==> src/rtl/path_ctrl_pkg.sv <==
// Shared widths and helpers for the per-VC router input controller.
package path_ctrl_pkg;

   localparam int unsigned DEF_DATA_W  = 64;
   localparam int unsigned DEF_NUM_VC  = 2;
   localparam int unsigned DEF_DEPTH   = 4;
   localparam int unsigned DEF_HOP_LSB = 48;
   localparam int unsigned DEF_HOP_W   = 8;

   localparam int unsigned VC_W  = $clog2(DEF_NUM_VC);
   localparam int unsigned CNT_W = $clog2(DEF_DEPTH) + 1;

   // Widest packet the helpers accept; callers zero-extend and truncate back.
   localparam int unsigned MAX_DATA_W = 256;

   // Halve the hop field in place (logical shift right by one), other bits untouched.
   function automatic logic [MAX_DATA_W-1:0] hop_shift(input logic [MAX_DATA_W-1:0] pkt,
                                                       input int unsigned lsb,
                                                       input int unsigned w);
      logic [MAX_DATA_W-1:0] sh;
      logic [MAX_DATA_W-1:0] res;
      sh  = pkt >> 1;
      res = pkt;
      for (int unsigned i = 0; i < MAX_DATA_W; i++) begin
         if ((i >= lsb) && (i < lsb + w)) begin
            res[i] = (i == lsb + w - 1) ? 1'b0 : sh[i];
         end
      end
      return res;
   endfunction

   // VC that may request the router while ph is accepting from the link.
   function automatic int unsigned next_vc(input int unsigned ph, input int unsigned num_vc);
      return (ph + 1) % num_vc;
   endfunction

endpackage

==> src/rtl/vc_fifo.sv <==
// Circular-buffer FIFO for one virtual channel; storage is not reset.
module vc_fifo #(
   parameter  int unsigned DATA_W = 64,
   parameter  int unsigned DEPTH  = 4,
   localparam int unsigned PTR_W  = $clog2(DEPTH),
   localparam int unsigned CNT_W  = PTR_W + 1
) (
   input  logic              clk,
   input  logic              rst,
   input  logic              push,
   input  logic              pop,
   input  logic [DATA_W-1:0] din,
   output logic [DATA_W-1:0] head,
   output logic [CNT_W-1:0]  count,
   output logic              full,
   output logic              empty
);

   logic [DATA_W-1:0] r_mem [DEPTH];
   logic [PTR_W-1:0]  r_rd_ptr;
   logic [PTR_W-1:0]  r_wr_ptr;
   logic [CNT_W-1:0]  r_count;
   logic              w_push;
   logic              w_pop;

   assign w_push = push & ~full;
   assign w_pop  = pop & ~empty;

   assign full  = (r_count == CNT_W'(DEPTH));
   assign empty = (r_count == '0);
   assign count = r_count;
   assign head  = r_mem[r_rd_ptr];

   // Data storage write; contents are don't-care until counted.
   always_ff @(posedge clk) begin
      if (w_push) r_mem[r_wr_ptr] <= din;
   end

   // Pointer and occupancy tracking; power-of-two depth wraps naturally.
   always_ff @(posedge clk or negedge rst) begin
      if (!rst) begin
         r_rd_ptr <= '0;
         r_wr_ptr <= '0;
         r_count  <= '0;
      end else begin
         if (w_push) r_wr_ptr <= r_wr_ptr + PTR_W'(1);
         if (w_pop)  r_rd_ptr <= r_rd_ptr + PTR_W'(1);
         case ({w_push, w_pop})
            2'b10:   r_count <= r_count + CNT_W'(1);
            2'b01:   r_count <= r_count - CNT_W'(1);
            default: r_count <= r_count;
         endcase
      end
   end

endmodule

==> src/rtl/path_input_ctrl_vc.sv <==
// Router input channel controller: per-VC FIFOs, phase-selected push/request, error tracking.
module path_input_ctrl_vc
   import path_ctrl_pkg::*;
#(
   parameter  int unsigned DATA_W   = DEF_DATA_W,
   parameter  int unsigned NUM_VC   = DEF_NUM_VC,
   parameter  int unsigned DEPTH    = DEF_DEPTH,
   parameter  int unsigned HOP_LSB  = DEF_HOP_LSB,
   parameter  int unsigned HOP_W    = DEF_HOP_W,
   localparam int unsigned VC_BITS  = $clog2(NUM_VC),
   localparam int unsigned CNT_BITS = $clog2(DEPTH) + 1
) (
   input  logic                       clk,
   input  logic                       rst,
   input  logic [VC_BITS-1:0]         phase,
   input  logic [DATA_W-1:0]          ch2in_din,
   input  logic                       ch2in_vld,
   output logic                       in2ch_rdy,
   output logic                       in2path_req,
   output logic                       in2pe_req,
   input  logic                       path2in_gnt,
   input  logic                       pe2in_gnt,
   output logic [DATA_W-1:0]          in2out_dout,
   output logic [NUM_VC*CNT_BITS-1:0] vc_occ,
   output logic                       err_flag,
   output logic [7:0]                 err_cnt
);

   logic [VC_BITS-1:0]  w_wvc;
   logic [VC_BITS-1:0]  w_rvc;
   logic [VC_BITS-1:0]  w_vc_field;
   logic                w_xfer;
   logic                w_push;
   logic                w_drop;
   logic                w_gnt;
   logic [DATA_W-1:0]   w_push_data;
   logic [DATA_W-1:0]   w_rhead;
   logic [HOP_W-1:0]    w_hop;
   logic [NUM_VC-1:0]   w_full;
   logic [NUM_VC-1:0]   w_empty;
   logic [NUM_VC-1:0]   w_push_vc;
   logic [NUM_VC-1:0]   w_pop_vc;
   logic [DATA_W-1:0]   w_head  [NUM_VC];
   logic [CNT_BITS-1:0] w_count [NUM_VC];
   logic                r_err_flag;
   logic [7:0]          r_err_cnt;

   // Phase decode: write and read VCs are always distinct.
   assign w_wvc      = phase;
   assign w_rvc      = VC_BITS'(next_vc(32'(phase), NUM_VC));
   assign w_vc_field = ch2in_din[DATA_W-1 -: VC_BITS];

   // Link side: ready depends only on the write VC's fullness.
   assign in2ch_rdy   = ~w_full[w_wvc];
   assign w_xfer      = ch2in_vld & in2ch_rdy;
   assign w_push      = w_xfer & (w_vc_field == w_wvc);
   assign w_drop      = w_xfer & (w_vc_field != w_wvc);
   assign w_push_data = DATA_W'(hop_shift(MAX_DATA_W'(ch2in_din), HOP_LSB, HOP_W));

   // Router side: the read VC head requests path or PE by its hop count.
   assign w_rhead     = w_head[w_rvc];
   assign w_hop       = w_rhead[HOP_LSB +: HOP_W];
   assign in2path_req = ~w_empty[w_rvc] & (w_hop != '0);
   assign in2pe_req   = ~w_empty[w_rvc] & (w_hop == '0);

   // Requests are exclusive, so a path grant never masks a PE grant that matches.
   assign w_gnt       = (path2in_gnt & in2path_req) | (pe2in_gnt & in2pe_req);
   assign in2out_dout = w_gnt ? w_rhead : '0;

   for (genvar g = 0; g < NUM_VC; g++) begin : g_vc
      assign w_push_vc[g] = w_push & (w_wvc == VC_BITS'(g));
      assign w_pop_vc[g]  = w_gnt & (w_rvc == VC_BITS'(g));

      vc_fifo #(
         .DATA_W (DATA_W),
         .DEPTH  (DEPTH)
      ) u_fifo (
         .clk   (clk),
         .rst   (rst),
         .push  (w_push_vc[g]),
         .pop   (w_pop_vc[g]),
         .din   (w_push_data),
         .head  (w_head[g]),
         .count (w_count[g]),
         .full  (w_full[g]),
         .empty (w_empty[g])
      );

      assign vc_occ[g*CNT_BITS +: CNT_BITS] = w_count[g];
   end

   // Sticky mismatch flag and saturating mismatch counter.
   always_ff @(posedge clk or negedge rst) begin
      if (!rst) begin
         r_err_flag <= 1'b0;
         r_err_cnt  <= '0;
      end else if (w_drop) begin
         r_err_flag <= 1'b1;
         if (r_err_cnt != 8'hFF) r_err_cnt <= r_err_cnt + 8'd1;
      end
   end

   assign err_flag = r_err_flag;
   assign err_cnt  = r_err_cnt;

endmodule

==> config.mk <==
export PLATFORM = sky130hd
export DESIGN_NAME = path_input_ctrl_vc
export DESIGN_NICKNAME = d
export VERILOG_FILES = /design/src/rtl/path_ctrl_pkg.sv /design/src/rtl/vc_fifo.sv /design/src/rtl/path_input_ctrl_vc.sv
export SDC_FILE = /design/constraint.sdc
export NUM_CORES = 1
export LEC_CHECK = 0
export ABC_AREA = 0
export BUFFER_PORTS_ARGS = -buffer_cell sky130_fd_sc_hd__buf_2
export CORE_UTILIZATION = 25
export DETAILED_ROUTE_END_ITERATION = 12
export GPL_TIMING_DRIVEN = 0
export SYNTH_ARGS = -nofsm -noshare
export SYNTH_HDL_FRONTEND = slang
export SYNTH_SLANG_ARGS = --single-unit
export TNS_END_PERCENT = 10
==> constraint.sdc <==
create_clock -name clk -period 3.3 [get_ports clk]
set_clock_uncertainty 0.15 [all_clocks]
set_input_delay 0.495 -clock clk [delete_from_list [all_inputs] [get_ports clk]]
set_output_delay 0.495 -clock clk [all_outputs]
set_load 0.05 [all_outputs]
==> impl_metrics.env <==
export IMPL_antenna_found_initial=7
export IMPL_achievable_frequency_ghz=0.247
export IMPL_worst_r2r_path_depth=14
export IMPL_synthCells=963
export IMPL_worst_ir_drop_on_vdd_v=0.000437
export IMPL_postSynth_asyncResetShare_pct=4.36
export IMPL_number_of_global_route_vias_before_repair=11113
export IMPL_synthFlopType="sky130_fd_sc_hd__edfxtp_1"
export IMPL_switching_share_pct=32.4
export IMPL_drc=0
export IMPL_reg2reg_slack_ns=-0.41
export IMPL_synthesis_nets=1046
export IMPL_maxSlewViolCount=0
export IMPL_unrepaired_setup_endpoints_after_global_routing="yes"
export IMPL_clock_root_buffer="sky130_fd_sc_hd__clkbuf_16"
export IMPL_numPortBuffers=149
export IMPL_n_fill_cell=7657
export IMPL_yosysSeqAreaShare_pct=77.2
export IMPL_final_hold_viol_count=0
export IMPL_rr_endpoint="g_vc[1].u_fifo.count[2]$_DFFE_PN0P_"
export IMPL_cp_dominant_cell_by_count="sky130_fd_sc_hd__buf_6"
export IMPL_hpwlAfterDp_um=30700
export IMPL_synth_enable_flop_cells=504
export IMPL_power_density_nw_per_um2=814
export IMPL_synth_seq_cells=527
export IMPL_critPathSlowestCell="sky130_fd_sc_hd__mux4_2"
export IMPL_worstPathMaxFanout=6
export IMPL_leakage_nw=8.58
export IMPL_cts_htree_levels=2
export IMPL_holdCritStartpoint="ch2in_din[28]"
export IMPL_die_x_um=287
export IMPL_fin_worst_hold_slack_ns=0.0428
export IMPL_critical_path_max_stage_delay_ns=0.54
export IMPL_max_cap_violations=0
export IMPL_run_status="finished with violations"
export IMPL_clock_latency_ns=0.59
export IMPL_crit_required_ns=2.65
export IMPL_row_count=104
export IMPL_die_area_um2=82500
export IMPL_synthesis_yosys_warnings=0
export IMPL_slew_headroom_pct=28.2
export IMPL_viasPerCell=4.44
export IMPL_synth_cell_type_count=41
export IMPL_synth_largest_area_cell="sky130_fd_sc_hd__edfxtp_1"
export IMPL_critical_path_reg2reg_startpoint="g_vc[1].u_fifo.r_rd_ptr[0]$_DFFE_PN0P_"
export IMPL_drtAntennaViolNets=0
export IMPL_setup_total_negative_slack_ns=-44.46
export IMPL_floorplan_initialDensity_pct=25.3
export IMPL_wl_per_cell_um=21.5
export IMPL_worst_setup_path_type="register to output port"
export IMPL_failed_checks="setup timing"
export IMPL_synthDominantCellAreaShare_pct=74.4
export IMPL_whs_endpoint="g_vc[1].u_fifo.r_mem[2][28]$_DFFE_PP_"
export IMPL_start_kind="register"
export IMPL_critPathArrivalTime_ns=3.41
export IMPL_cells_on_worst_hold_path=1
export IMPL_worstPathCellList="buf_6 -> mux4_2 -> o221a_1 -> or3b_4 -> nor2_8 -> mux2i_4 -> clkbuf_16 -> buf_12 -> buf_8 -> nor2_1 -> buf_6"
export IMPL_postPlaceCellArea_um2=22700
export IMPL_timing_final_crit_period_ns=4.05
export IMPL_drt_wl_total_um=50400
export IMPL_post_layout_inst_area_um2=25900
export IMPL_hp_class="primary input to register"
export IMPL_routabilityCongestion=0.730
export IMPL_grt_remaining_overflow=0
export IMPL_clock_sinks=527
export IMPL_synthMostInstantiatedCell="sky130_fd_sc_hd__edfxtp_1"
export IMPL_max_slew_worst_pin_slew_ns=1.07
export IMPL_floorplan_io_pins=152
export IMPL_cts_buffers=56
export IMPL_seq_power_share_pct=38.1
export IMPL_clkTransAtPathRegs_ns=0.06
export IMPL_drt_pre_antenna_iters=5
export IMPL_intPower_mw=14.2
export IMPL_route_vias_total=10390
export IMPL_final_setup_viol_count=69
export IMPL_mappedNetlistArea_um2=20300
export IMPL_finish_net_count=1318
export IMPL_grt_use_total_pct=12.2
export IMPL_grt_pass1_wl_um=73500
export IMPL_post_route_cells_drive_above_1_share_pct=35.4
export IMPL_die_height_um=287
export IMPL_coreArea_um2=80500
export IMPL_synthTopCellsByCount="sky130_fd_sc_hd__edfxtp_1, sky130_fd_sc_hd__mux4_2, sky130_fd_sc_hd__nor2_1, sky130_fd_sc_hd__a22oi_1, sky130_fd_sc_hd__clkbuf_1"
export IMPL_clkPwrFrac_pct=29.8
export IMPL_largest_cells_by_area_after_synthesis="sky130_fd_sc_hd__edfxtp_1, sky130_fd_sc_hd__mux4_2, sky130_fd_sc_hd__dfrtp_1"
export IMPL_power_net_switching_mw=6.83
export IMPL_pwr_share_comb_pct=32.1
export IMPL_area_growth_syn_to_layout_pct=27.2
export IMPL_clk_path_buf_depth=3
export IMPL_final_min_period_over_clock_period_pct=123
export IMPL_worst_slack_ns=-0.754
export IMPL_post_synth_cell_area_avg_um2=21.1
export IMPL_grt_start_max_net_pins=46
export IMPL_tritoncts="yes"
export IMPL_detail_route_iter0_violations=733
export IMPL_type_of_element_capturing_the_critical_path="output port"
layout by cell type (no fill, tap or decap), drive strengths merged, types with 3 or more instances in the layout:
| cell type | n |
|---|---|
| bufinv | 7 |
| mux4 | 117 |
| nand2 | 13 |
| and3 | 4 |
| o22ai | 6 |
| a21oi | 5 |
| buf | 182 |
| dlygate4sd3 | 51 |
| ha | 11 |
| and2 | 8 |
| clkinvlp | 3 |
| xnor2 | 11 |
| dfrtp | 23 |
| nand2b | 3 |
| a22oi | 56 |
| mux2 | 4 |
| clkdlybuf4s15 | 4 |
| xor2 | 9 |
| clkbuf | 87 |
| nand4 | 5 |
| nand3 | 4 |
| mux2i | 25 |
| nor3 | 11 |
| edfxtp | 504 |
| inv | 19 |
| clkinv | 24 |
| nor2 | 64 |
critical path, delay by kind of cell (launching register included):
kind / cells / cell delay [ns]
flops: 1 / 0.35
compound gates: 1 / 0.25
buf+inv: 5 / 0.79
simple gates: 3 / 0.60
mux: 2 / 0.80
how the worst max path moves through the flow:
stage                                            from                                    end  slack [ns]  cells after the start
2_1_floorplan     g_vc[0].u_fifo.count[0]$_DFFE_PN0P_   g_vc[0].u_fifo.r_mem[1][0]$_DFFE_PP_       -0.55                      4
3_3_place_gp                                    phase  g_vc[0].u_fifo.r_mem[3][27]$_DFFE_PP_       -2.70                      4
3_5_place_dp   g_vc[0].u_fifo.r_rd_ptr[0]$_DFFE_PN0P_                        in2out_dout[17]       -1.25                     11
4_1_cts        g_vc[1].u_fifo.r_rd_ptr[0]$_DFFE_PN0P_                        in2out_dout[14]       -0.81                     11
5_1_grt        g_vc[1].u_fifo.r_rd_ptr[0]$_DFFE_PN0P_                         in2out_dout[9]       -0.88                     11
6_report       g_vc[1].u_fifo.r_rd_ptr[0]$_DFFE_PN0P_                         in2out_dout[8]       -0.75                     11
registers in the layout, indices dropped and copies added (netlist names):
name and flops:
err_cnt 8, err_flag 1, g_vc.u_fifo.count 6, g_vc.u_fifo.r_mem 504, g_vc.u_fifo.r_rd_ptr 4, g_vc.u_fifo.r_wr_ptr 4
layout make-up:
type	count	area, um^2	area share [%]
diodes	2	5.00	0.0193
plain buffers	48	345	1.33
clock buffers	60	1440	5.55
clock inverters	39	393	1.52
inverters	14	52.6	0.203
multi-input cells	371	4580	17.7
flip-flops and latches	527	15700	60.7
well taps	1060	1330	5.12
repair buffers	217	2030	7.84
logic make-up after synthesis:
| logic type | after synthesis | synth area share [%] |
|---|---|---|
| adders and majority gates | 13 | 0.873 |
| AOI/OAI and AO/OA | 73 | 2.59 |
| muxes | 146 | 14.4 |
| buffers and inverters | 65 | 1.32 |
| xor gates and xnor gates | 20 | 0.861 |
| and+or+nand+nor | 118 | 2.72 |
| DFF | 527 | 77.2 |
| other | 1 | 0.0184 |
per-stage QoR:
stage	util, %	setup WS (ns)	power, mW	instances
final	32.1	-0.754	21.1	2338
after global routing	32.1	-0.879	22.0	2338
after CTS	32.1	-0.808	21.4	2336
after detailed placement	28.2	-1.25	14.4	2181
after global placement	27.9	-2.70	14.3	2172
after floorplan	-	-0.551	12.5	963
routing by layer:
| metal | vias up | routed length [um] | global-route usage (%) |
|---|---|---|---|
| met4 | 10 | 801 | 3.01 |
| met5 | - | 71 | 0 |
| met3 | 67 | 2770 | 2.64 |
| li1 | 4522 | - | - |
| met1 | 5512 | 21900 | 16.1 |
| met2 | 279 | 24800 | 20.5 |
power groups by stage:
stage | clock (mW) | sequential (mW) | combinational (mW)
after floorplan | 0 | 8.34 | 4.20
after global placement | 0 | 8.13 | 6.14
after CTS | 6.44 | 8.04 | 6.89
final | 6.28 | 8.03 | 6.75
after global routing | 6.67 | 8.07 | 7.22
after detailed placement | 0 | 8.13 | 6.30
repair_timing:
action | CTS | global route
hold endpoints to repair | 383 | 0
pin swaps | 7 | 1
cloned | 2 | 0
endpoints found under the setup margin | 226 | 69
gates resized for setup | 213 | 14
hold buffers | 51 | 0
setup buffers | 6 | 0
No activity file was read; power rests on OpenSTA's default activity.
